[src/rtl/sa_dac_pkg.sv]
// Shared definitions for the shift-register DAC ladder loader and its ADC sibling.
// Latency: n/a (types and constants only).
// Backpressure: n/a.
package sa_dac_pkg;

  // Loader sequencer states: SETUP drives sclk low, SHIFT drives it high,
  // LATCH pulses lclk with sclk held low.
  typedef enum logic [1:0] {
    ST_IDLE  = 2'd0,
    ST_SETUP = 2'd1,
    ST_SHIFT = 2'd2,
    ST_LATCH = 2'd3
  } sa_state_e;

  // Default code width and external chain length.
  localparam int unsigned SA_DATA_W = 14;
  localparam int unsigned SA_SR_W   = 16;

  // Bits are presented to the chain MSB first; the ADC controller walks the
  // same chain in the same order.
  localparam bit SA_MSB_FIRST = 1'b1;

  // Bit-counter width for the default chain.
  localparam int unsigned SA_CNT_W = $clog2(SA_SR_W);

  // Bit-counter width for an arbitrary chain length; never returns 0 so a
  // one-bit chain still gets a legal counter vector.
  function automatic int unsigned sa_cnt_w(input int unsigned sr_w);
    return (sr_w > 1) ? $clog2(sr_w) : 1;
  endfunction

endpackage

[src/rtl/sa_tick_div.sv]
// Half-period tick generator: counts 0..CLK_DIV-1 and flags the last count.
// Latency: tick_o is combinational from the count; restart_i takes effect next cycle.
// Backpressure: none; free-running unless restarted.
module sa_tick_div #(
  parameter int unsigned CLK_DIV = 2
) (
  input  logic clk_i,
  input  logic reset_ni,
  input  logic restart_i,
  output logic tick_o
);

  // Wide enough to hold CLK_DIV-1 even when CLK_DIV is 1.
  localparam int unsigned CW = $clog2(CLK_DIV + 1);

  logic [CW-1:0] cnt_q;
  logic [CW-1:0] cnt_d;

  assign tick_o = (cnt_q == CW'(CLK_DIV - 1));

  // Next count: restart forces zero, the terminal count wraps to zero.
  always_comb begin
    cnt_d = cnt_q + CW'(1);
    if (restart_i || tick_o) begin
      cnt_d = '0;
    end
  end

  // Count register.
  always_ff @(posedge clk_i or negedge reset_ni) begin
    if (!reset_ni) begin
      cnt_q <= '0;
    end else begin
      cnt_q <= cnt_d;
    end
  end

endmodule

[src/rtl/sa_dac_load.sv]
// Serial loader: shifts one DATA_W code MSB-first into an SR_W-bit chain, then pulses lclk.
// Latency: done_o at (2*SR_W+1)*CLK_DIV cycles after the accepting edge.
// Backpressure: ready_o is high only in IDLE; inputs are ignored while busy.
module sa_dac_load
  import sa_dac_pkg::*;
#(
  parameter int unsigned DATA_W  = SA_DATA_W,
  parameter int unsigned SR_W    = SA_SR_W,
  parameter int unsigned CLK_DIV = 2
) (
  input  logic              clk_i,
  input  logic              reset_ni,
  input  logic [DATA_W-1:0] data_i,
  input  logic              valid_i,
  output logic              ready_o,
  output logic              busy_o,
  output logic              done_o,
  output logic              ser_o,
  output logic              sclk_o,
  output logic              lclk_o
);

  localparam int unsigned CNT_W = sa_cnt_w(SR_W);

  sa_state_e         state_q, state_d;
  logic [SR_W-1:0]   frame_q, frame_d;
  logic [CNT_W-1:0]  bit_cnt_q, bit_cnt_d;
  logic              ser_q, ser_d;
  logic              sclk_q, sclk_d;
  logic              lclk_q, lclk_d;
  logic              done_q, done_d;
  logic              busy_q, busy_d;
  logic              tick;
  logic              restart;

  // Every state change restarts the half-period count, so each state lasts
  // exactly CLK_DIV cycles regardless of where the counter was.
  assign restart = (state_d != state_q);

  sa_tick_div #(
    .CLK_DIV (CLK_DIV)
  ) u_tick_div (
    .clk_i     (clk_i),
    .reset_ni  (reset_ni),
    .restart_i (restart),
    .tick_o    (tick)
  );

  // The only combinational output: accept exactly while idle.
  assign ready_o = (state_q == ST_IDLE);

  assign ser_o  = ser_q;
  assign sclk_o = sclk_q;
  assign lclk_o = lclk_q;
  assign done_o = done_q;
  assign busy_o = busy_q;

  // Sequencer next state, frame shifting and bit counting.
  always_comb begin
    state_d   = state_q;
    frame_d   = frame_q;
    bit_cnt_d = bit_cnt_q;
    unique case (state_q)
      ST_IDLE: begin
        if (valid_i && ready_o) begin
          frame_d   = SR_W'(data_i);
          bit_cnt_d = CNT_W'(SR_W - 1);
          state_d   = ST_SETUP;
        end
      end
      ST_SETUP: begin
        if (tick) begin
          state_d = ST_SHIFT;
        end
      end
      ST_SHIFT: begin
        if (tick) begin
          frame_d = frame_q << 1;
          if (bit_cnt_q == '0) begin
            state_d = ST_LATCH;
          end else begin
            bit_cnt_d = bit_cnt_q - CNT_W'(1);
            state_d   = ST_SETUP;
          end
        end
      end
      ST_LATCH: begin
        if (tick) begin
          state_d = ST_IDLE;
        end
      end
      default: begin
        state_d = ST_IDLE;
      end
    endcase
  end

  // Registered pin values derived from the state being entered. ser only
  // moves on SETUP entry, which keeps it stable for the whole sclk-high
  // phase and the CLK_DIV cycles before it.
  always_comb begin
    ser_d = ser_q;
    if ((state_d == ST_SETUP) && (state_q != ST_SETUP)) begin
      ser_d = frame_d[SR_W-1];
    end
    sclk_d = (state_d == ST_SHIFT);
    lclk_d = (state_d == ST_LATCH);
    busy_d = (state_d != ST_IDLE);
    done_d = (state_q == ST_LATCH) && (state_d == ST_IDLE);
  end

  // State and datapath registers; reset drops every pin low at once so an
  // interrupted frame never reaches the latch clock.
  always_ff @(posedge clk_i or negedge reset_ni) begin
    if (!reset_ni) begin
      state_q   <= ST_IDLE;
      frame_q   <= '0;
      bit_cnt_q <= '0;
      ser_q     <= 1'b0;
      sclk_q    <= 1'b0;
      lclk_q    <= 1'b0;
      done_q    <= 1'b0;
      busy_q    <= 1'b0;
    end else begin
      state_q   <= state_d;
      frame_q   <= frame_d;
      bit_cnt_q <= bit_cnt_d;
      ser_q     <= ser_d;
      sclk_q    <= sclk_d;
      lclk_q    <= lclk_d;
      done_q    <= done_d;
      busy_q    <= busy_d;
    end
  end

endmodule

[config.mk]
export PLATFORM = sky130hd
export DESIGN_NAME = sa_dac_load
export DESIGN_NICKNAME = d
export VERILOG_FILES = /design/src/rtl/sa_dac_pkg.sv /design/src/rtl/sa_tick_div.sv /design/src/rtl/sa_dac_load.sv
export SDC_FILE = /design/constraint.sdc
export NUM_CORES = 1
export LEC_CHECK = 0
export ABC_AREA = 1
export CAP_MARGIN = 20
export CORE_MARGIN = 5
export CORE_UTILIZATION = 45
export CTS_CLUSTER_DIAMETER = 100
export DETAILED_ROUTE_END_ITERATION = 10
export GPL_TIMING_DRIVEN = 0
export PLACE_DENSITY = 0.8
export SETUP_SLACK_MARGIN = 0.02
export SLEW_MARGIN = 20
export SYNTH_ARGS = -nofsm -noshare
export SYNTH_HDL_FRONTEND = slang
export SYNTH_SLANG_ARGS = --single-unit
[constraint.sdc]
create_clock -name clk_i -period 2.7 [get_ports clk_i]
set_clock_uncertainty 0.15 [all_clocks]
set_input_delay 0.54 -clock clk_i [delete_from_list [all_inputs] [get_ports clk_i]]
set_output_delay 0.54 -clock clk_i [all_outputs]
set_load 0.01 [all_outputs]
# Word level (Yosys, flattened, before mapping)
# Index checks and enable logic that the tools add are counted.
[op_classes] n_addsub=2 n_eq_ne=12 mux=14 reduce_logical=11
[op_table] op="16-bit two-way mux" n=2
[op_table] op="16-bit one-hot mux with 2 select lines" n=1
[op_table] op="2-bit two-way mux" n=6
[op_table] op="4-bit two-way mux" n=3
[op_table] op="2-bit == test (second input constant)" n=4
[op_table] op="2-bit one-hot mux with 4 select lines" n=1
[op_table] op="4-bit one-hot mux with 2 select lines" n=1
[op_table] op="2-bit by 1-bit == test with 1-bit output (second input constant)" n=3
[op_table] op="2-bit by 1-bit != test with 1-bit output (second input constant)" n=3
[op_table] op="2-bit zero test" n=2
[op_table] op="4-bit zero test" n=1
[op_table] op="4-bit AND reduction" n=1
[op_table] op="2-bit nonzero test" n=2
[op_table] op="4-bit by 1-bit subtractor with 4-bit output (second input constant)" n=1
[op_table] op="1-bit logical AND" n=3
[op_table] op="3-bit AND reduction" n=1
[op_table] op="2-bit by 1-bit adder with 2-bit output (second input constant)" n=1
[op_table] op="2-bit != test" n=1
[op_table] op="2-bit != test (second input constant)" n=1
[op_table] op="1-bit logical OR" n=1
[word_totals] regBits=29 word_cells=49

# Depth between registers and ports, before layout
# Gate-level depths: netlist of run 1.
[logic_depth] word_depth=7 ltp_mapped=9 ltp_nobuf=9

# Modules after synthesis
# From an unflattened synthesis of run 1, not the netlist that was laid out.
[hier_totals] hier_cells=164 hier_area_um2=1362.6
[by_module_without_submodules] mod="sa_dac_load" instances=1 cells_each=155 area_per_inst_um2=1277.5 seq_area_each_um2=675.6
[by_module_without_submodules] mod="sa_tick_div" instances=1 cells_each=9 area_per_inst_um2=85.1 seq_area_each_um2=50.0

# Least setup slack after synthesis of run 1
# Ideal clock, no wire load.
[synth_timing] path_type="register to output" startpoint="register state_q[1]" endpoint="output ready_o" t_arrival_ns=0.896 path_slack_ns=1.114 stages_incl_launch_ff=3 cell_sequence="dfrtp_1 nor2_4 buf_2"
[synth_between] elab_chain_cells=1
[synth_lines] element="from (decl)" line_no="sa_dac_load.sv:25" source="sa_state_e state_q, state_d;"
[synth_lines] element="from (signal assigned)" line_no="sa_dac_load.sv:125" source="state_q <= state_d;"
[synth_lines] element="2-bit zero test" line_no="sa_dac_load.sv:50" source="assign ready_o = (state_q == ST_IDLE);"
[synth_lines] element="to (decl)" line_no="sa_dac_load.sv:15" source="output logic ready_o,"
# Every way passes these cells.

# Worst setup path in the final report of run 1
# Ends and elaborated chain as after synthesis.

==> results of run 1 <==
worst reg2reg max path: cells and delay by family, from the launching register on:
family                     cells  cell delay [ns]
adders and majority gates      1             0.30
AOI/OAI and AO/OA              2             0.27
DFF                            1             0.36
buffers and inverters          1             0.07
and+or+nand+nor                2             0.32
per-stage QoR:
stage               total power [mW]  cells  setup WS, ns
floorplan                      0.447    141          1.11
global placement               0.477    195         0.496
detailed placement             0.477    195         0.487
CTS                            0.738    202         0.126
global route                   0.760    202        0.0229
finish                         0.729    202         0.128
flip-flops by register name (all words and copies together), names as in the netlist:
register,count
sclk_o,1
bit_cnt_q,4
ser_o,1
state_q,2
busy_o,1
lclk_o,1
done_o,1
frame_q,16
u_tick_div.cnt_q,2
layout make-up:
cell class,instances,area [um^2],area share [%]
clock buffer,7,55.1,3.25
tap,33,41.3,2.44
buffer,5,32.5,1.92
inverter,25,93.8,5.54
multi-input combinational,82,541,31.9
timing repair buffer,21,205,12.1
sequential,29,726,42.8
routing by layer:
metal  GRT usage (%)  share of wire, %
met5               0                 0
met4            6.99               2.0
met3            4.79               3.6
met2            24.3                52
met1            16.7                42
where the power goes:
part / total (mW) / internal (mW) / leakage [nW] / switching, mW
Clock: 0.262 / 0.123 / 0.0314 / 0.139
Combinational: 0.0338 / 0.0189 / 0.358 / 0.0149
Sequential: 0.434 / 0.434 / 0.371 / 0
how the worst max path moves through the flow:
stage / from / endpoint / slack [ns]
finish: state_q[1]$_DFF_PN0_ / ready_o / 0.13
global route: state_q[1]$_DFF_PN0_ / ready_o / 0.02
CTS: state_q[1]$_DFF_PN0_ / ready_o / 0.13
detailed placement: state_q[1]$_DFF_PN0_ / ready_o / 0.49
global placement: state_q[1]$_DFF_PN0_ / ready_o / 0.50
floorplan: state_q[1]$_DFF_PN0_ / ready_o / 1.11
layout by cell type, fill, tap and decap left out:
cell             count
buf_6                1
o21ai_1              3
clkdlybuf4s50_1     20
nand2_4              2
nor2_4               2
clkbuf_8             1
inv_2                2
o22ai_1              1
a21oi_1              3
nand2_1             17
clkbuf_2             1
clkbuf_1             2
nor3_1               1
or2_1                1
o21ai_0              4
buf_4                1
clkbuf_4             5
nand3_2              1
o221ai_2             2
nand2_2              2
nand3_1             19
ha_1                 4
nand3_4              2
a21oi_2              1
o221ai_1            11
buf_2                2
inv_1               23
dfrtp_1             29
nor2_1               5
a21boi_0             1
cell families (layout without fill, tap and decap cells):
group | Yosys count | in the layout | synth area share [%]
AO/OA/AOI/OAI | 26 | 26 | 14.3
flip-flops | 29 | 29 | 52.1
AND/OR/NAND/NOR | 52 | 52 | 20.9
buffers and inverters | 30 | 58 | 9.07
adder cells (fa/ha/maj) | 4 | 4 | 3.59
==> metrics.md, run 1 <==
| Metric | Value |
|---|---|
| Post-DP HPWL | 1990 um |
| Synthesis-stage register bit count | 29 |
| Syn Inst Count | 141 |
| Post-layout min period | 2.57 ns |
| FF-to-FF path depth | 6 |
| Area Growth Syn to Fin | 21.7% |
| CTS tree | built |
| Ys Warns | 0 |
| Detailed Route WL | 2640 um |
| Die height | 65.6 um |
| Final ANT Viol Nets | 0 |
| Port Buf Inserts | 21 |
| Crit Path Max Fanout | 10 |
| R2R Path Start | u_tick_div.cnt_q[1]$_DFF_PN0_ |
| Largest net degree at the start of global routing | 30 |
| Largest cells by area after synthesis | dfrtp_1 (52%), o221ai_1 (6.9%), nand3_1 (6.8%) |
| Most common cell in the netlist | dfrtp_1 |
| Worst reg2reg setup slack | 1.12 ns |
| H-tree levels | 2 |
| I/O pins | 23 |
| Number of global-route vias before repair | 1122 |
| Slowest stage delay, CP | 0.56 ns |
| Worst VDD drop | 0.306 mV |
| Count of final max-slew check failures | 0 |
| Tcrit/Tclk final | 95.3% |
| Leakage | 0.760 nW |
| Longest Clk Path Bufs | 2 |
| Status | finished, final reports clean |
| Crit-path slowest cell | clkdlybuf4s50_1 |
| ANT cells | 0 |
| Critical Path Start Type | flip-flop |
| Core region area | 3000 um^2 |
| Drt drc | 0 |
| Global-route wire length before repair | 4730 um |
| WP data required | 2.01 ns |
| Drt initial violations | 18 |
| Path type of the worst min-delay path | primary input to asynchronous set/reset pin |
| DRT Pass-1 Iters | 4 |
| Critical path depth in cells | 3 |
| Post-synth EDFFs | 0 |
| Crit end category | output pin |
| Post-layout util | 56.4% |
| GP Congestion | 0.804 |
| Post-synth top area share | 52.1% |
| Clock Latency Late Sink | 0.33 ns |
| Initial antenna violation count | 0 |
| Post-Syn Area | 1390 um^2 |
| Wire length per cell | 13.1 um |
| F_max | 389 MHz |
| Max-slew headroom | 57.5% |
| WP data arrival | 1.88 ns |
| Cell Pwr Density | 431 nW/um^2 |
| Ratio of cells with drive above 1 in the final layout | 14.8% |
| Post-synth ARST share | 100% |
| Max-cap violations | 0 |
| Post-CTS setup buffer count | 0 |
| Buffers and inverters on the worst path | 2 |
| Die area | 4310 um^2 |
| Final instance area | 1690 um^2 |
| End of the worst register-to-register path | busy_o$_DFF_PN0_ |
| Post-synth top cells | dfrtp_1 (29), inv_1 (23), nand3_1 (19) |
| Least-Margin Pin Slew | 0.637 ns |
| Post-DR vias/cell | 5.34 |
| Worst-path cell chain | nor2_4 -> buf_2 -> clkdlybuf4s50_1 |
| Total CTS buffers | 5 |
| Post-synth top flop | dfrtp_1 |
| Worst hold margin | 0.0798 ns |
| Final Hold Fails | 0 |
| DP Area | 1640 um^2 |
| Final nets | 190 |
| Row Count | 20 |
| Top cell family by delay on the critical path | buffers and inverters |
| Hold-fix buffers, CTS | 0 |
| Unrepaired setup endpoints after global routing | no |
| Sequential area share after synthesis | 52.1% |
| Synth area leader | dfrtp_1 |
| Sum Neg Setup Slack | 0 ns |
| Global route overflow | 0 |
| Starting Density | 46.4% |
| # resized after CTS | 0 |
| Sink Count | 29 |
| Distinct cells, synth | 27 |
| Final setup viols | 0 |
| Clock Tree Root | clkbuf_4 |
| Avg Inst Size Synth | 9.88 um^2 |
| Worst-path clk slew | 0.08 ns |
| GRT Util Overall | 14.6% |
| Die Width | 65.6 um |
| Via Count | 1079 |
| Fill cell count | 266 |
| Syn Nets | 162 |
| WS Path Type | flip-flop to output pin |
No activity file was read; power rests on OpenSTA's default activity.
==> run 2: changes to the inputs <==
--- a/config.mk
+++ b/config.mk
@@ -7,12 +7,14 @@
 export LEC_CHECK = 0
 export ABC_AREA = 1
 export CAP_MARGIN = 20
+export CELL_PAD_IN_SITES_DETAIL_PLACEMENT = 1
+export CELL_PAD_IN_SITES_GLOBAL_PLACEMENT = 1
 export CORE_MARGIN = 5
-export CORE_UTILIZATION = 45
+export CORE_UTILIZATION = 43
 export CTS_CLUSTER_DIAMETER = 100
 export DETAILED_ROUTE_END_ITERATION = 10
 export GPL_TIMING_DRIVEN = 0
-export PLACE_DENSITY = 0.8
+export PLACE_DENSITY = 0.94
 export SETUP_SLACK_MARGIN = 0.02
 export SLEW_MARGIN = 20
 export SYNTH_ARGS = -nofsm -noshare
==> run 2 against run 1 <==
  * Critical path depth unchanged
  * Critical path type unchanged
  * Highest routed layer unchanged
  * Via count grew 5.9%
  * Non-clock buffer count increased by 4
  * Worst setup slack improved by 0.056 ns
  * Power barely moved
  * Hold slack worse by 0.0066 ns
  * Sequential share of layout area decreased by 1.1 points
  * Combinational power barely moved
  * Wire length up 32%
  * Register-to-register slack worse by 0.16 ns
  * Flip-flop and latch count did not move
  * Utilization hardly changed
  * Largest cell class unchanged
==> metrics.md, run 2 (synthesized netlist as in run 1, its figures left out) <==
| Metric | Value |
|---|---|
| Detailed Route WL | 3490 um (was 2640 um) |
| WS Path Type | flip-flop to output pin (unchanged) |
| Crit Path Max Fanout | 10 (unchanged) |
| Starting Density | 45.2% (was 46.4%) |
| Count of final max-slew check failures | 0 (unchanged) |
| Status | finished, final reports clean (unchanged) |
| Final instance area | 1740 um^2 (was 1690 um^2) |
| Least-Margin Pin Slew | 0.631 ns (was 0.637 ns) |
| Max-cap violations | 0 (unchanged) |
| Post-DR vias/cell | 5.27 (was 5.34) |
| Worst hold margin | 0.0733 ns (was 0.0798 ns) |
| Final nets | 194 (was 190) |
| Critical Path Start Type | flip-flop (unchanged) |
| Sink Count | 29 (unchanged) |
| Met2 Track Usage GR | 32.2% (was 24.3%) |
| GRT Util Overall | 17.5% (was 14.6%) |
| Final Hold Fails | 0 (unchanged) |
| Row Count | 20 (unchanged) |
| Worst-path clk slew | 0.09 ns (was 0.08 ns) |
| Drt initial violations | 30 (was 18) |
| Clock Tree Root | clkbuf_4 (unchanged) |
| Wire length per cell | 16.1 um (was 13.1 um) |
| Port Buf Inserts | 21 (unchanged) |
| Hold-fix buffers, CTS | 0 (unchanged) |
| I/O pins | 23 (unchanged) |
| ANT cells | 0 (unchanged) |
| Worst VDD drop | 0.315 mV (was 0.306 mV) |
| Core region area | 3080 um^2 (was 3000 um^2) |
| Global-route wire length before repair | 5670 um (was 4730 um) |
| GP Congestion | 0.791 (was 0.804) |
| Number of global-route vias before repair | 1246 (was 1122) |
| Initial antenna violation count | 0 (unchanged) |
| Final ANT Viol Nets | 0 (unchanged) |
| Longest Clk Path Bufs | 2 (unchanged) |
| GR Util met1 | 17.6% (was 16.7%) |
| Max FFs per register | 16 (unchanged) |
| Biggest register | frame_q (unchanged) |
| Placed instance count | 206 (was 195) |
| DP Area | 1650 um^2 (was 1640 um^2) |
| Max-slew headroom | 57.9% (was 57.5%) |
| Leakage | 0.780 nW (was 0.760 nW) |
| M3 GR Usage | 4.72% (was 4.79%) |
| Drt drc | 0 (unchanged) |
| Total CTS buffers | 5 (unchanged) |
| Post-DP HPWL | 2580 um (was 1990 um) |
| Die height | 66.9 um (was 65.6 um) |
| Clock Latency Late Sink | 0.33 ns (about the same) |
| H-tree levels | 2 (unchanged) |
| Post-layout min period | 2.52 ns (was 2.57 ns) |
| Crit end category | output pin (unchanged) |
| Path type of the worst min-delay path | primary input to asynchronous set/reset pin (unchanged) |
| Area Growth Syn to Fin | 24.8% (was 21.7%) |
| F_max | 397 MHz (was 389 MHz) |
| Sum Neg Setup Slack | 0 ns (unchanged) |
| DRT Pass-1 Iters | 4 (unchanged) |
| Most common cell after layout, fill and taps aside | dfrtp_1 (unchanged) |
| WP data required | 2.01 ns (about the same) |
| Most frequent cells in the layout | dfrtp_1 (29), inv_1 (23), clkdlybuf4s50_1 (20) (unchanged) |
| Final setup viols | 0 (unchanged) |
| Cell Pwr Density | 420 nW/um^2 (was 431 nW/um^2) |
| Unrepaired setup endpoints after global routing | no (unchanged) |
| Global route overflow | 0 (unchanged) |
| Via Count | 1143 (was 1079) |
| Largest net degree at the start of global routing | 30 (unchanged) |
| Tcrit/Tclk final | 93.2% (was 95.3%) |
| Die Width | 66.9 um (was 65.6 um) |
| Ratio of cells with drive above 1 in the final layout | 16.8% (was 14.8%) |
| CTS tree | built (unchanged) |
| WP data arrival | 1.83 ns (was 1.88 ns) |
| Largest registers | frame_q: 16 flops, bit_cnt_q: 4 flops (unchanged) |
| Layout Cells excl Fill | 217 (was 202) |
| Gr busiest metal | met2 (unchanged) |
| Die area | 4480 um^2 (was 4310 um^2) |
[run 2: cell types whose count changed in the layout (fill, tap and decap cells not counted)]
cell,previous run,this run
buf_4,1,5
[run 2: worst max-delay path, stage by stage (launching register included)]
cell and delay [ns]:
dfrtp_1 0.48, nor2_4 0.20, buf_2 0.24, clkdlybuf4s50_1 0.58
[run 2: worst paths after layout]
kind,from,endpoint,slack (ns),cells after the start
worst max register to register,u_tick_div.cnt_q[1]$_DFF_PN0_,ser_o$_DFFE_PN0P_,0.96,7
min in group clk_i,u_tick_div.cnt_q[0]$_DFF_PN0_,u_tick_div.cnt_q[0]$_DFF_PN0_,0.33,1
max in group asynchronous,reset_ni,busy_o$_DFF_PN0_,1.90,1
worst max-delay path,state_q[0]$_DFF_PN0_,ready_o,0.18,3
worst min register to register,u_tick_div.cnt_q[0]$_DFF_PN0_,u_tick_div.cnt_q[0]$_DFF_PN0_,0.33,1
worst min-delay path,reset_ni,frame_q[14]$_DFFE_PN0P_,0.07,1
[run 2: layer usage]
layer | vias up | wire [um] | part of all wire (%)
met5 | - | 0 | 0
met4 | 0 | 91 | 2.6
met3 | 10 | 110 | 3.2
met2 | 20 | 1970 | 56
met1 | 573 | 1320 | 38
li1 | 540 | - | -
[run 2: through the flow]
step,setup slack (ns),power (mW),utilization [%]
after floorplan,1.11,0.447,-
after global placement,0.495,0.477,53.9
after detailed placement,0.441,0.477,53.7
after CTS,0.0815,0.742,55.5
after global routing,0.138,0.763,56.5
final,0.183,0.730,56.5
[run 2: cell type report]
class                           count  area, um^2
Clock buffer                        7        55.1
Timing Repair Buffer               25         235
Tap cell                           44        55.1
Multi-Input combinational cell     82         541
Fill cell                         364        1340
Inverter                           25        93.8
Sequential cell                    29         726
Buffer                              5        32.5
[run 2: report_power, final]
group / internal, mW / total, mW / switching, mW
sequential: 0.434 / 0.434 / 0
combinational: 0.0189 / 0.0339 / 0.0150
clock: 0.123 / 0.262 / 0.140
[run 2: repair_timing]
action | 4_1_cts | 5_1_grt
buffers inserted | 0 | 4
setup endpoints to repair | 0 | 1
gates resized for setup | 0 | 0
==> run 3: changes to the inputs <==
--- a/config.mk
+++ b/config.mk
@@ -10,13 +10,14 @@
 export CELL_PAD_IN_SITES_DETAIL_PLACEMENT = 1
 export CELL_PAD_IN_SITES_GLOBAL_PLACEMENT = 1
 export CORE_MARGIN = 5
-export CORE_UTILIZATION = 43
+export CORE_UTILIZATION = 41
 export CTS_CLUSTER_DIAMETER = 100
 export DETAILED_ROUTE_END_ITERATION = 10
 export GPL_TIMING_DRIVEN = 0
-export PLACE_DENSITY = 0.94
+export PLACE_DENSITY = 0.93
 export SETUP_SLACK_MARGIN = 0.02
 export SLEW_MARGIN = 20
 export SYNTH_ARGS = -nofsm -noshare
 export SYNTH_HDL_FRONTEND = slang
+export SYNTH_HIERARCHICAL = 1
 export SYNTH_SLANG_ARGS = --single-unit
==> run 3 against run 2 <==
  * Sequential power up 70%
  * Clock-buffer cell count grew 1
  * Final area is 3.1% lower
  * Critical path depth decreased by 1
  * Utilization is 5.2 points lower
  * Wire length decreased by 6.2%
  * Via count grew 1.7%
  * Synthesized cell count grew 16%
  * Largest power group unchanged
==> metrics.md, run 3 <==
| Metric | Value |
|---|---|
| Status | finished, final reports clean (unchanged) |
| Starting Density | 41.5% (was 45.2%) |
| Path type of the worst min-delay path | primary input to asynchronous set/reset pin (unchanged) |
| Post-synth ARST share | 100% (unchanged) |
| Crit-path slowest cell | clkdlybuf4s50_1 (unchanged) |
| # resized after CTS | 0 (unchanged) |
| Register Area | 726 um^2 (unchanged) |
| Tot Pwr | 1.70 mW (was 0.730 mW) |
| Die height | 67.7 um (was 66.9 um) |
| DRT Pass-1 Iters | 4 (unchanged) |
| Ratio of cells with drive above 1 in the final layout | 11.9% (was 16.8%) |
| Avg Inst Size Synth | 8.31 um^2 (was 9.88 um^2) |
| Initial antenna violation count | 0 (unchanged) |
| Drt initial violations | 28 (was 30) |
| Global route overflow | 0 (unchanged) |
| Most frequent cells in the layout | nand2_1 (71), dfrtp_1 (29), clkdlybuf4s50_1 (21) (was dfrtp_1 (29), inv_1 (23), clkdlybuf4s50_1 (20)) |
| Final nets | 213 (was 194) |
| Post-DR vias/cell | 4.85 (was 5.27) |
| Logic pwr share | 42.2% (was 4.6%) |
| Post-synth top flop | dfrtp_1 (unchanged) |
| Sum Neg Setup Slack | 0 ns (unchanged) |
| Worst VDD drop | 0.451 mV (was 0.315 mV) |
| Final setup viols | 0 (unchanged) |
| GP Congestion | 0.777 (was 0.791) |
| Largest net degree at the start of global routing | 30 (unchanged) |
| Post-layout min period | 2.17 ns (was 2.52 ns) |
| Biggest register | frame_q (unchanged) |
| Syn Nets | 184 (was 162) |
| Distinct cells, synth | 16 (was 27) |
| Switching power total | 0.694 mW (was 0.155 mW) |
| Row Count | 21 (was 20) |
| Unrepaired setup endpoints after global routing | no (unchanged) |
| Clock Tree Root | clkbuf_4 (unchanged) |
| Core region area | 3280 um^2 (was 3080 um^2) |
| ANT cells | 0 (unchanged) |
| Post-layout util | 51.3% (was 56.5%) |
| Final Hold Fails | 0 (unchanged) |
| Die area | 4580 um^2 (was 4480 um^2) |
| Detailed Route WL | 3270 um (was 3490 um) |
| WS Path Type | flip-flop to output pin (unchanged) |
| Clock Latency Late Sink | 0.33 ns (about the same) |
| F_max | 460 MHz (was 397 MHz) |
| Crit Path Max Fanout | 5 (was 10) |
| Sink Count | 29 (unchanged) |
| Post-Syn Area | 1360 um^2 (was 1390 um^2) |
| CTS tree | built (unchanged) |
| Worst-path cell chain | nor2_2 -> clkdlybuf4s50_1 (was nor2_4 -> buf_2 -> clkdlybuf4s50_1) |
| Slowest stage delay, CP | 0.55 ns (was 0.58 ns) |
| Worst setup margin | 0.527 ns (was 0.183 ns) |
| Die Width | 67.7 um (was 66.9 um) |
| Most common cell after layout, fill and taps aside | nand2_1 (was dfrtp_1) |
| Clock power frac | 14.5% (was 35.9%) |
| Post-synth top area share | 53.3% (was 52.1%) |
| Max-cap violations | 0 (unchanged) |
| Post-DP HPWL | 2530 um (was 2580 um) |
| P_int | 1.01 mW (was 0.575 mW) |
| Fill cell count | 410 (was 364) |
| Hold-fix buffers, CTS | 0 (unchanged) |
| Synth area leader | dfrtp_1 (unchanged) |
| WP data required | 2.01 ns (about the same) |
| I/O pins | 23 (unchanged) |
| Tcrit/Tclk final | 80.5% (was 93.2%) |
| Multi-input logic area | 536 um^2 (was 541 um^2) |
| Max-slew headroom | 56.4% (was 57.9%) |
| Area Growth Syn to Fin | 23.6% (was 24.8%) |
| WP data arrival | 1.48 ns (was 1.83 ns) |
| Layout Cells excl Fill | 240 (was 217) |
| Number of global-route vias before repair | 1287 (was 1246) |
| Least-Margin Pin Slew | 0.654 ns (was 0.631 ns) |
| Largest cells by area after synthesis | dfrtp_1 (53%), nand2_1 (20%), nand3_1 (6.2%) (was dfrtp_1 (52%), o221ai_1 (6.9%), nand3_1 (6.8%)) |
| Drt drc | 0 (unchanged) |
| Max FFs per register | 16 (unchanged) |
| Placed instance count | 232 (was 206) |
| Wire length per cell | 13.6 um (was 16.1 um) |
| DP Worst Slack | 0.702 ns (was 0.441 ns) |
| Count of final max-slew check failures | 0 (unchanged) |
| Final ANT Viol Nets | 0 (unchanged) |
| Most common cell in the netlist | nand2_1 (was dfrtp_1) |
| Worst-path clk slew | 0.09 ns (about the same) |
| Largest registers | frame_q: 16 flops, bit_cnt_q: 4 flops (unchanged) |
| Flop pwr share | 43.3% (was 59.4%) |
| Total CTS buffers | 5 (unchanged) |
| Sequential area share after synthesis | 53.3% (was 52.1%) |
| Post-CTS setup buffer count | 0 (unchanged) |
| Port Buf Inserts | 22 (was 21) |
| Leakage | 0.854 nW (was 0.780 nW) |
| Cell Pwr Density | 1010 nW/um^2 (was 420 nW/um^2) |
| Synthesis-stage register bit count | 29 (unchanged) |
| Sw frac | 40.8% (was 21.2%) |
| GRT Util Overall | 16.5% (was 17.5%) |
| Critical Path Start Type | flip-flop (unchanged) |
| H-tree levels | 2 (unchanged) |
| Post-synth EDFFs | 0 (unchanged) |
| Ys Warns | 6 (was 0) |
| Global-route wire length before repair | 5460 um (was 5670 um) |
| Longest Clk Path Bufs | 2 (unchanged) |
| Post-synth top cells | nand2_1 (71), dfrtp_1 (29), nand3_1 (17) (was dfrtp_1 (29), inv_1 (23), nand3_1 (19)) |
| Crit end category | output pin (unchanged) |
| Via Count | 1163 (was 1143) |
| Syn Inst Count | 164 (was 141) |
[run 3: cell types whose count changed in the layout (fill, tap and decap cells not counted), sizes merged, moves of 4 or more]
| cell | delta |
|---|---|
| o221ai | -13 |
| nand2 | +52 |
| nor2 | +5 |
| o21ai | -4 |
| inv | -7 |
| buf | -4 |
| a21oi | -4 |
[run 3: power by group through the flow]
stage	registers [mW]	clock network, mW	logic (mW)
5_1_grt	0.758	0.287	0.818
4_1_cts	0.736	0.263	0.738
6_report	0.737	0.247	0.719
2_1_floorplan	0.726	0	0.493
3_3_place_gp	0.730	0	0.674
3_5_place_dp	0.743	0	0.734
[run 3: path summary, 6_finish.rpt]
kind / cells after the start / start / endpoint / slack (ns)
worst max-delay path: 2 / state_q[1]$_DFF_PN0_ / ready_o / 0.53
worst min-delay path: 1 / reset_ni / frame_q[12]$_DFFE_PN0P_ / 0.08
worst max register to register: 10 / u_tick_div/cnt_q[1]$_DFF_PN0_ / u_tick_div/cnt_q[1]$_DFF_PN0_ / 1.02
worst min register to register: 1 / u_tick_div/cnt_q[0]$_DFF_PN0_ / u_tick_div/cnt_q[0]$_DFF_PN0_ / 0.30
max in group asynchronous: 1 / reset_ni / done_o$_DFF_PN0_ / 1.89
min in group clk_i: 1 / u_tick_div/cnt_q[0]$_DFF_PN0_ / u_tick_div/cnt_q[0]$_DFF_PN0_ / 0.30
[run 3: cells by family after synthesis]
| logic type | after synthesis | share of synthesized area (%) |
|---|---|---|
| simple gates | 107 | 34.9 |
| fa+ha+maj | 3 | 2.76 |
| flops | 29 | 53.3 |
| buf+inv | 21 | 7.44 |
| compound gates | 4 | 1.65 |
[run 3: layer usage]
layer  GRT usage, %  wire, um  up-vias
met5              0         0        -
met2           28.8      1670       25
met4           6.84        35        0
met1           17.6      1360      572
li1               -         -      562
met3           6.49       206        4
[run 3: per-stage QoR]
| step | area, um^2 | hold slack (ns) |
|---|---|---|
| global route | 1680 | 0.106 |
| floorplan | 1360 | 0.0944 |
| global placement | 1640 | 0.268 |
| finish | 1680 | 0.0838 |
| CTS | 1680 | 0.0801 |
| detailed placement | 1640 | 0.278 |
[run 3: area by class of cell]
cell class | instances | area share, %
Multi-Input combinational cell | 114 | 31.8
Clock buffer | 8 | 2.90
Inverter | 18 | 4.01
Tap cell | 46 | 3.42
Buffer | 3 | 2.01
Timing Repair Buffer | 22 | 12.8
Sequential cell | 29 | 43.1
[run 3: critical path: cells and delay by family, from the launching register on]
family        cells  cell delay [ns]
buf+inv           1             0.55
flops             1             0.45
simple gates      1             0.16
==> variant 1, RTL diff (flow settings as in run 3) <==
`CLK_DIV` is set to 2 in 2 places; all go to 4. Comments in the files are not updated.
--- a/src/rtl/sa_tick_div.sv
+++ b/src/rtl/sa_tick_div.sv
@@ -3,5 +3,5 @@
 // Backpressure: none; free-running unless restarted.
 module sa_tick_div #(
-  parameter int unsigned CLK_DIV = 2
+  parameter int unsigned CLK_DIV = 4
 ) (
   input  logic clk_i,
--- a/src/rtl/sa_dac_load.sv
+++ b/src/rtl/sa_dac_load.sv
@@ -7,5 +7,5 @@
   parameter int unsigned DATA_W  = SA_DATA_W,
   parameter int unsigned SR_W    = SA_SR_W,
-  parameter int unsigned CLK_DIV = 2
+  parameter int unsigned CLK_DIV = 4
 ) (
   input  logic              clk_i,
Behaviour: not the same (Yosys sat finds a counterexample within 4 cycles, from zero or initial values and one cycle with reset_ni low).
==> variant 1 against run 3 <==
Critical endpoint unchanged; via count up 0.86%; sequential share of layout area about the same; cell area up 3.5%; largest power group unchanged; synthesized area up 3.5%; wire length up 1.9%; critical path type unchanged; sequential cell count up 1; total power down 0.52%; critical path depth unchanged; setup slack worse by 30 ps; largest cell class unchanged; die area up 3.0%.
==> variant 1: results <==
{
  "combinationalPower_mw": 0.632,
  "grt_pass1_vias": 1312,
  "yosysUniqueCellTypes": 16,
  "power_switching_mw": 0.655,
  "crit_path_max_fanout": 5,
  "syn_nets": 189,
  "cp.arrival_ps": 1510,
  "synth.top_cells.by_count": "nand2_1, dfrtp_1, nand3_1",
  "synth-main-ff-cell": "dfrtp_1",
  "top_regs": "frame_q x16, bit_cnt_q x4, u_tick_div/cnt_q x3",
  "slew_headroom_pct": 54.8,
  "instances_no_fill": 244,
  "port_buffers": 22,
  "vias": 1173,
  "dr.first_iter.drc_count": 49,
  "nets": 218,
  "clk_latency_ps": 330,
  "seq_cell_power_mw": 0.780,
  "clk_path_buf_depth": 2,
  "p_leak_nw": 0.874,
  "status": "finished, final reports clean",
  "post_cts_buffers": 0,
  "clk_pin_slew_ps": 100,
  "wirelength_mm": 3.33,
  "synth_warnings": 6,
  "dp_hpwl_mm": 2.51,
  "cts_max_level": 2,
  "ys_seq_area_share_pct": 53.2,
  "drive_above_1_share_pct": 13.1,
  "synthCells": 168,
  "post-place-ws_ps": 705,
  "first_pass_iters": 2,
  "numCtsBuffers": 5,
  "cts_resized": 0,
  "grt_usage_pct": 17.0,
  "postPlaceCellArea_um2": 1680,
  "netlist_top_cells_area": "dfrtp_1, nand2_1, nand3_1, inv_1, ha_1",
  "clockRootBuffer": "clkbuf_4",
  "place.gp.congestion": 0.738,
  "peakVddDrop_uv": 529,
  "synth_async_sr_flop_share_pct": 100,
  "antenna_cells": 0,
  "antenna_found_initial": 0,
  "grt_pass1_wl_mm": 5.75,
  "pwr-share-comb_pct": 37.3,
  "grt_max_degree": 31,
  "hold_path_class": "input port to async pin"
}
## variant 1: cell types whose count changed in the layout (fill, tap and decap cells not counted), sizes merged
cell    before  now
ha           3    4
clkinv       0    1
clkbuf       8    7
inv         18   19
dfrtp       29   30
nor2        12   13
## variant 1: final cells by class
class	count	area, um^2
clock buffers	7	55.1
fillers	421	1590
well taps	46	57.6
inverters	19	71.3
plain buffers	3	33.8
repair buffers	22	215
multi-input cells	116	554
clock inverters	1	5.00
flip-flops and latches	30	751
## variant 1: worst max-delay path, cell delays in order (launching register included)
cell and delay, ps:
dfrtp_1 480, nor2_2 150, clkdlybuf4s50_1 550
## variant 1: kinds of logic after synthesis
logic type	count (synthesis)	share of synthesized area, %
and+or+nand+nor	108	34.2
DFF	30	53.2
buffers and inverters	22	7.45
AOI/OAI and AO/OA	4	1.60
adders and majority gates	4	3.55
## variant 1: layer usage
metal	part of all wire [%]	GRT usage, %	up-vias
met4	0.93	5.96	0
li1	-	-	573
met3	3.6	5.51	4
met5	0	0	-
met2	52	29.6	18
met1	44	19.4	578
## variant 1: final timing paths
| check | startpoint | endpoint | slack, ps | depth (start not counted) |
|---|---|---|---|---|
| min in group clk_i | u_tick_div/cnt_q[0] | u_tick_div/cnt_q[0] | 290 | 1 |
| worst min-delay path | reset_ni | bit_cnt_q[0] | 80 | 1 |
| worst max register to register | u_tick_div/cnt_q[0] | u_tick_div/cnt_q[2] | 840 | 10 |
| worst max-delay path | state_q[0] | ready_o | 500 | 2 |
| max in group asynchronous | reset_ni | bit_cnt_q[3] | 1870 | 1 |
| worst min register to register | u_tick_div/cnt_q[0] | u_tick_div/cnt_q[0] | 290 | 1 |
==> variant 2, RTL diff (settings of run 3) <==
Made on the original files. Reset style: synchronous (`reset_ni`), changed in 2 clocked blocks.
--- a/src/rtl/sa_tick_div.sv
+++ b/src/rtl/sa_tick_div.sv
@@ -28,5 +28,5 @@
 
   // Count register.
-  always_ff @(posedge clk_i or negedge reset_ni) begin
+  always_ff @(posedge clk_i) begin
     if (!reset_ni) begin
       cnt_q <= '0;
--- a/src/rtl/sa_dac_load.sv
+++ b/src/rtl/sa_dac_load.sv
@@ -112,5 +112,5 @@
   // State and datapath registers; reset drops every pin low at once so an
   // interrupted frame never reaches the latch clock.
-  always_ff @(posedge clk_i or negedge reset_ni) begin
+  always_ff @(posedge clk_i) begin
     if (!reset_ni) begin
       state_q   <= ST_IDLE;
Function: differs if reset_ni is asserted again (counterexample within 4 cycles, from zero or initial values and one cycle with reset_ni low); with reset_ni held inactive, the same outputs for 10 cycles.
==> variant 2 against run 3 <==
Cell area grew 3.8%; count of clock-buffer cells in the layout shrank 2; core utilization grew 1.1 points; wire length shrank 5.4%; sequential share of layout area shrank 9.9 points; sequential cell count is the same; synthesized area grew 4.1%; largest power group unchanged; first-iteration DRC count grew 75%; die area grew 3.5%; maximum frequency shrank 3.5%; via count grew 4.8%; setup slack lost 78 ps; total power shrank 22%.
==> variant 2: results <==
{
  "nets": 234,
  "peakVddDrop_uv": 424,
  "dr.first_iter.drc_count": 49,
  "yosysUniqueCellTypes": 27,
  "vias": 1219,
  "netlist_top_cells_area": "dfxtp_1, nand2_1, a21oi_2, inv_1, a21oi_1",
  "ys_seq_area_share_pct": 40.9,
  "status": "finished, final reports clean",
  "grt_usage_pct": 14.6,
  "r2r_slack_ps": 1040,
  "synth.top_cells.by_count": "nand2_1, dfxtp_1, inv_1",
  "grt_pass1_wl_mm": 5.14,
  "syn_avg_cell_area_um2": 7.67,
  "syn_nets": 205,
  "crit_start": "state_q[1]",
  "wl_met1_mm": 1.33,
  "hold_path_class": "flip-flop to flip-flop",
  "cp.arrival_ps": 1560,
  "wirelength_mm": 3.10,
  "grt_use_met3_pct": 3.89,
  "place.gp.congestion": 0.770,
  "r2r_start": "u_tick_div/cnt_q[0]",
  "worst_r2r_endpoint": "frame_q[4]",
  "grt_max_degree": 11,
  "dp_hpwl_mm": 2.36,
  "synth_async_sr_flop_share_pct": 0,
  "power.internal_mw": 0.813,
  "post-place-ws_ps": 469,
  "wl_met2_mm": 1.59,
  "drive_above_1_share_pct": 21.4,
  "slew_headroom_pct": 77.3,
  "vias_per_cell": 4.67,
  "whs_ps": 276
}
## variant 2: area by class of cell
class                           count  area [um^2]
Tap cell                           46         57.6
Multi-Input combinational cell    131          713
Sequential cell                    29          581
Buffer                              4         43.8
Inverter                           21         81.3
Clock inverter                      2         10.0
Clock buffer                        6         41.3
Timing Repair Buffer               22          220
Fill cell                         438         1590
## variant 2: power by group through the flow
stage / combinational, mW / clock [mW] / sequential (mW)
finish: 0.518 / 0.249 / 0.562
CTS: 0.528 / 0.257 / 0.562
global route: 0.576 / 0.285 / 0.572
global placement: 0.503 / 0 / 0.568
detailed placement: 0.523 / 0 / 0.572
floorplan: 0.374 / 0 / 0.567
## variant 2: logic make-up after synthesis
family	Yosys count	share of synthesized area [%]
compound gates	24	11.6
xor+xnor	1	0.617
fa+ha+maj	3	2.65
buf+inv	25	8.82
flops	29	40.9
simple gates	103	35.5
## variant 2: critical path, stage by stage (launching register included)
cell             delay (ps)
dfxtp_1                 410
nor2_4                  250
clkdlybuf4s50_1         580
